[src/rtl/cac_wb_slice.sv]
// cac_wb_slice: cache-to-memory writeback sequencer for one 9-bit cache data
// slice (bits 18-26 plus parity). A writeback request walks the four words of
// the selected way's line, reading each from the slice RAM and presenting it
// to memory under a valid/ready handshake.
//
// Optional feature macro: CAC_WB_PAR_CHK_EN
//   defined   - odd parity over data+parity is checked on every RAM read;
//               an even count sets the sticky par_err_h flag.
//   undefined - no checker; par_err_h is tied low. Parity is always passed
//               through to memory unchanged.
//
// Memory handshake: cache_to_mem_val_h is high for the whole SEND state and
// the word is transferred on any rising edge where both cache_to_mem_val_h
// and mem_rdy_h are high. While val is high and ready is low, data, parity
// and the word address are held stable; val never drops without a transfer
// except on reset.
module cac_wb_slice (
  input  logic       clk_h,
  input  logic       reset_h,
  input  logic       wb_req_h,
  input  logic [1:0] wb_way_h,
  input  logic [6:0] wb_line_adr_h,
  output logic       wb_busy_h,
  output logic       wb_done_h,
  output logic [6:0] cache_adr_27_33_h,
  output logic       cache_adr_34_h,
  output logic       cache_adr_35_h,
  output logic       cache_adr_35_l,
  output logic [3:0] csh_sel_l,
  input  logic [8:0] cache_data_h,
  input  logic       csh_par_bit_h,
  output logic [8:0] cache_to_mem_h,
  output logic       cache_to_mem_par_h,
  output logic       cache_to_mem_val_h,
  input  logic       mem_rdy_h,
  output logic       par_err_h
);

  typedef enum logic [1:0] {
    ST_IDLE = 2'd0,
    ST_ADR  = 2'd1,
    ST_RD   = 2'd2,
    ST_SEND = 2'd3
  } state_t;

  state_t     state_q;
  state_t     state_d;
  logic [1:0] way_q;
  logic [6:0] line_q;
  logic [1:0] cnt_q;
  logic [8:0] hold_data_q;
  logic       hold_par_q;
  logic       done_q;

  logic       accept;
  logic       handshake;
  logic       last_word;

  assign accept    = (state_q == ST_IDLE) && wb_req_h;
  assign handshake = (state_q == ST_SEND) && mem_rdy_h;
  assign last_word = (cnt_q == 2'd3);

  // State register.
  always_ff @(posedge clk_h) begin
    if (reset_h) begin
      state_q <= ST_IDLE;
    end else begin
      state_q <= state_d;
    end
  end

  // Next-state: one address cycle, one RAM read cycle, then hold until memory takes the word.
  always_comb begin
    state_d = state_q;
    case (state_q)
      ST_IDLE: if (wb_req_h) state_d = ST_ADR;
      ST_ADR:  state_d = ST_RD;
      ST_RD:   state_d = ST_SEND;
      ST_SEND: begin
        if (mem_rdy_h) begin
          state_d = last_word ? ST_IDLE : ST_ADR;
        end
      end
      default: state_d = ST_IDLE;
    endcase
  end

  // State-decoded outputs: way select only during the address cycle, valid only while sending.
  always_comb begin
    wb_busy_h          = (state_q != ST_IDLE);
    cache_to_mem_val_h = (state_q == ST_SEND);
    csh_sel_l          = 4'b1111;
    if (state_q == ST_ADR) begin
      csh_sel_l = ~(4'b0001 << way_q);
    end
  end

  // Request latch, word counter, holding register and done pulse.
  always_ff @(posedge clk_h) begin
    if (reset_h) begin
      way_q       <= 2'd0;
      line_q      <= 7'd0;
      cnt_q       <= 2'd0;
      hold_data_q <= 9'd0;
      hold_par_q  <= 1'b0;
      done_q      <= 1'b0;
    end else begin
      done_q <= handshake && last_word;
      if (accept) begin
        way_q  <= wb_way_h;
        line_q <= wb_line_adr_h;
        cnt_q  <= 2'd0;
      end else if (handshake && !last_word) begin
        // Counter stops at 3 so it never wraps inside one writeback.
        cnt_q <= cnt_q + 2'd1;
      end
      if (state_q == ST_RD) begin
        hold_data_q <= cache_data_h;
        hold_par_q  <= csh_par_bit_h;
      end
    end
  end

`ifdef CAC_WB_PAR_CHK_EN
  logic par_bad;
  logic par_err_q;

  // Odd parity expected over 9 data bits plus the parity bit.
  assign par_bad = ~(^{cache_data_h, csh_par_bit_h});

  // Sticky error: set by any bad read, cleared only by a new accept or reset.
  always_ff @(posedge clk_h) begin
    if (reset_h) begin
      par_err_q <= 1'b0;
    end else if (accept) begin
      par_err_q <= 1'b0;
    end else if ((state_q == ST_RD) && par_bad) begin
      par_err_q <= 1'b1;
    end
  end

  assign par_err_h = par_err_q;
`else
  assign par_err_h = 1'b0;
`endif

  assign wb_done_h          = done_q;
  assign cache_adr_27_33_h  = line_q;
  assign cache_adr_34_h     = cnt_q[1];
  assign cache_adr_35_h     = cnt_q[0];
  assign cache_adr_35_l     = ~cnt_q[0];
  assign cache_to_mem_h     = hold_data_q;
  assign cache_to_mem_par_h = hold_par_q;

endmodule
[config.mk]
export PLATFORM = sky130hd
export DESIGN_NAME = cac_wb_slice
export DESIGN_NICKNAME = d
export VERILOG_FILES = /design/src/rtl/cac_wb_slice.sv
export SDC_FILE = /design/constraint.sdc
export NUM_CORES = 1
export LEC_CHECK = 0
export ABC_AREA = 1
export ABC_CLOCK_PERIOD_IN_PS = 3400
export CORE_UTILIZATION = 30
export CTS_BUF_LIST = sky130_fd_sc_hd__clkbuf_16
export DETAILED_ROUTE_END_ITERATION = 8
export SETUP_SLACK_MARGIN = 0.2
export SYNTH_ARGS = -nofsm -noshare
export SYNTH_HDL_FRONTEND = slang
export SYNTH_SLANG_ARGS = --single-unit
[constraint.sdc]
create_clock -name clk_h -period 3.4 [get_ports clk_h]
set_input_delay 0.68 -clock clk_h [delete_from_list [all_inputs] [get_ports clk_h]]
set_output_delay 0.68 -clock clk_h [all_outputs]
set_load 0.02 [all_outputs]
# Word-level counts from Yosys, hierarchy flattened
# Index checks and enable logic that the tools add are counted.
[classes]
addsub = 1
eq_ne = 6
n_shift = 1
muxes = 5
bitwise = 2
n_reduce_logical = 9
[ops]
columns = ["operator", "count"]
rows = [
  ["$pmux W2 S4", 1],
  ["$eq A2 B2 Y1 const B", 3],
  ["$logic_and A1 B1 Y1", 4],
  ["$mux W2", 2],
  ["$mux W4", 1],
  ["$not A4 Y4", 1],
  ["$shl A1 B2 Y4 const A", 1],
  ["$add A2 B1 Y2 const B", 1],
  ["$eq A2 B1 Y1 const B", 1],
  ["$logic_not A2 Y1", 1],
  ["$ne A2 B1 Y1 const B", 1],
  ["$ne A2 B2 Y1 const B", 1],
  ["$reduce_and A2 Y1", 1],
  ["$reduce_bool A2 Y1", 1],
  ["$reduce_or A2 Y1", 1],
  ["$logic_not A1 Y1", 1],
  ["$mux W1", 1],
  ["$not A1 Y1", 1],
]
[totals]
register_bits = 24
in_bits = 23

# Depth between registers and ports, before layout
[logic_depth]
ltp_word = 4
depth_mapped = 7
depth_no_buf = 7

# Worst setup path before layout
# No wires, ideal clock.
[synth_timing]
kind = "register -> output"
start = "register state_q[1]"
end = "output csh_sel_l[0]"
arrival_time_ps = 844
setup_slack_ps = 1876
path_stages_with_launch = 4
path_cell_list = "dfxtp_1 inv_1 ha_1 nand3_1"
[synth_via]
elab_chain_len = 2
[synth_lines]
columns = ["item", "line_no", "source"]
rows = [
  ["from (decl)", "46", "state_t state_q;"],
  ["from (signal assigned)", "68", "state_q <= state_d;"],
  ["$eq A2 B1 Y1", "93", "if (state_q == ST_ADR) begin"],
  ["$mux W4", "93", ""],
  ["to (decl)", "29", "output logic [3:0] csh_sel_l,"],
]
# No other way between the ends.

# Worst setup path after layout
[layout_timing]
start = "register state_q[1]"
end = "output csh_sel_l[1]"
# Same word-level chain as after synthesis.

==> results_dict.tcl <==
set metrics [dict create \
    hold_violations 0 \
    crit_fanout 5 \
    io_pins 51 \
    initial_core_util_pct 31.8 \
    max-clock-path-buffers 2 \
    skew_ps 5.69 \
    rsz0062_at_grt "false" \
    grt_pass1_wl_um 4350 \
    finalMaxSlewViolations 0 \
    wl_um 2620 \
    syn_nets 160 \
    ys_ff_latch 24 \
    leakage_uw 0.000686 \
    path_cells "inv_1, ha_1, nand3_1, clkdlybuf4s50_1" \
    route.detailed.drc 0 \
    grt_overflow 0 \
    final_cell_mix "clkdlybuf4s50_1, nor2_1, dfxtp_1" \
    path_class "reg2out" \
    cts_root_buffer "clkbuf_16" \
    vias 998 \
    die_area_um2 3800 \
    path_buf_inv 2 \
    cts_hold_buf 0 \
    status "complete, no violations" \
    peakVddDrop_mv 0.458 \
    clkSinkCount 24 \
    yosys.cell_types.count 16 \
    core_um2 3360 \
    max_freq_mhz 422 \
    drive_above_1_share_pct 15.6 \
    syn_avg_cell_area_um2 8.16 \
    period_minus_slack_ps 2370 \
    syn_inst 131 \
    worstHoldPathType "reg2reg" \
    finalSetupTns_ps 0 \
    maxCapViolCount 0 \
    pre_cts_slack_ps 1300 \
    power_uw 1400 \
    start_kind "flop" \
    drt_pass1_iterations 4 \
    final_common_cell "clkdlybuf4s50_1" \
    slew_headroom_pct 58.9 \
    htree_levels 1 \
    detail-route-antenna-nets 0 \
    cts_tree "done" \
    gp_congestion 0.671 \
    cp_slowest_stage_delay_ps 610 \
    dieWidth_um 61.7 \
    required_ps 2720 \
    detailedPlacementHpwl_um 1950 \
    worstPathArrival_ps 1690 \
    grt_pass1_vias 1028 \
    diodes 0 \
    grt_usage_pct 15.6 \
    rows 21 \
    syn_to_final_growth_pct 57.6 \
    clkSlewWorstSetupHoldPaths_ps 70 \
    grt_max_degree 20 \
    die_h_um 61.7 \
    place.port_buffers 49 \
    ys_warn_count 0 \
    cts_resized 0 \
    cts_setup_buffers 0 \
    worst-slew-pin-transition_ps 617 \
    wl_per_cell_um 11.6 \
    nets 210 \
    powerDensity_nw_per_um2 832 \
    antenna_found_initial 0 \
    cp-end-kind "output port" \
    syn_area_um2 1070 \
    numCtsBuffers 3 \
    ys_seq_area_share_pct 45.0 \
    setup_viol 0 \
    clk_latency_ps 260 \
    post-route-period-util_pct 69.7 \
    post_drt_via_cell_ratio 4.42 \
    setup_slack_ps 1030 \
    slowest_stage "clkdlybuf4s50_1" \
    critPathTopFamily "buffers and inverters" \
    dr.first_iter.drc_count 14 \
]
kinds of logic after synthesis:
kind of cell	synth area share, %
buf+inv	8.08
fa+ha+maj	7.03
compound gates	15.7
flops	45.0
simple gates	23.9
other cells	0.351
flip-flops by register name, indices dropped and copies added (netlist names):
register,flops
cache_to_mem_par_h,1
cnt_q,2
wb_done_h,1
cache_adr_27_33_h,7
state_q,2
cache_to_mem_h,9
way_q,2
routing by layer:
layer,GRT usage (%),part of all wire [%],wire length (um),vias up
li1,-,-,-,509
met3,3.99,3.8,99,4
met4,3.81,0.76,20,0
met2,28.0,53,1380,21
met5,0,0,0,-
met1,18.6,43,1120,464
tightest hold or removal path, stage by stage, from the launching register on:
cell     delay, ps
dfxtp_1        330
nor2_1          50
nor2_1          80
cell type report:
| type | instances | area, um^2 |
|---|---|---|
| fill | 335 | 1680 |
| multi-input combinational | 90 | 502 |
| timing repair buffer | 49 | 490 |
| sequential | 24 | 480 |
| clock buffer | 3 | 75.1 |
| tap | 46 | 57.6 |
| inverter | 13 | 48.8 |
| clock inverter | 1 | 30.0 |
stage by stage:
stage / hold slack, ps / util (%) / area (um^2) / cells
3_3_place_gp: 466 / 46.9 / 1580 / 222
3_5_place_dp: 476 / 46.9 / 1580 / 222
6_report: 487 / 50.1 / 1680 / 226
4_1_cts: 491 / 50.1 / 1680 / 226
5_1_grt: 523 / 50.1 / 1680 / 226
2_1_floorplan: 467 / - / 1070 / 131
cell usage after synthesis:
cell type,n,area (um^2)
a21oi_1,5,25.0
buf_4,2,15.0
buf_6,2,22.5
clkinv_1,1,3.75
conb_1,1,3.75
dfxtp_1,24,480
ha_1,6,75.1
inv_1,10,37.5
inv_2,2,7.51
nand2_1,8,30.0
nand2_2,1,6.26
nand3_1,9,45.0
nor2_1,28,105
nor2_2,11,68.8
o21ai_0,11,55.1
o21ai_2,10,87.6
path summary, 6_finish.rpt:
path                           to  slack, ps  cells past startpoint                  from
max                  csh_sel_l[1]       1030                      4            state_q[1]
min          cache_adr_27_33_h[1]        490                      2  cache_adr_27_33_h[1]
max reg2reg     cache_to_mem_h[8]       1540                      5            state_q[0]
min reg2reg  cache_adr_27_33_h[1]        490                      2  cache_adr_27_33_h[1]
power by group:
group          switching [uW]  leakage, uW  internal (uW)
registers                58.6     0.000197            371
logic                     357     0.000438            280
clock network             101    0.0000511            234
total                     517     0.000686            884
Note: power is estimated with default switching activity, not from simulation.
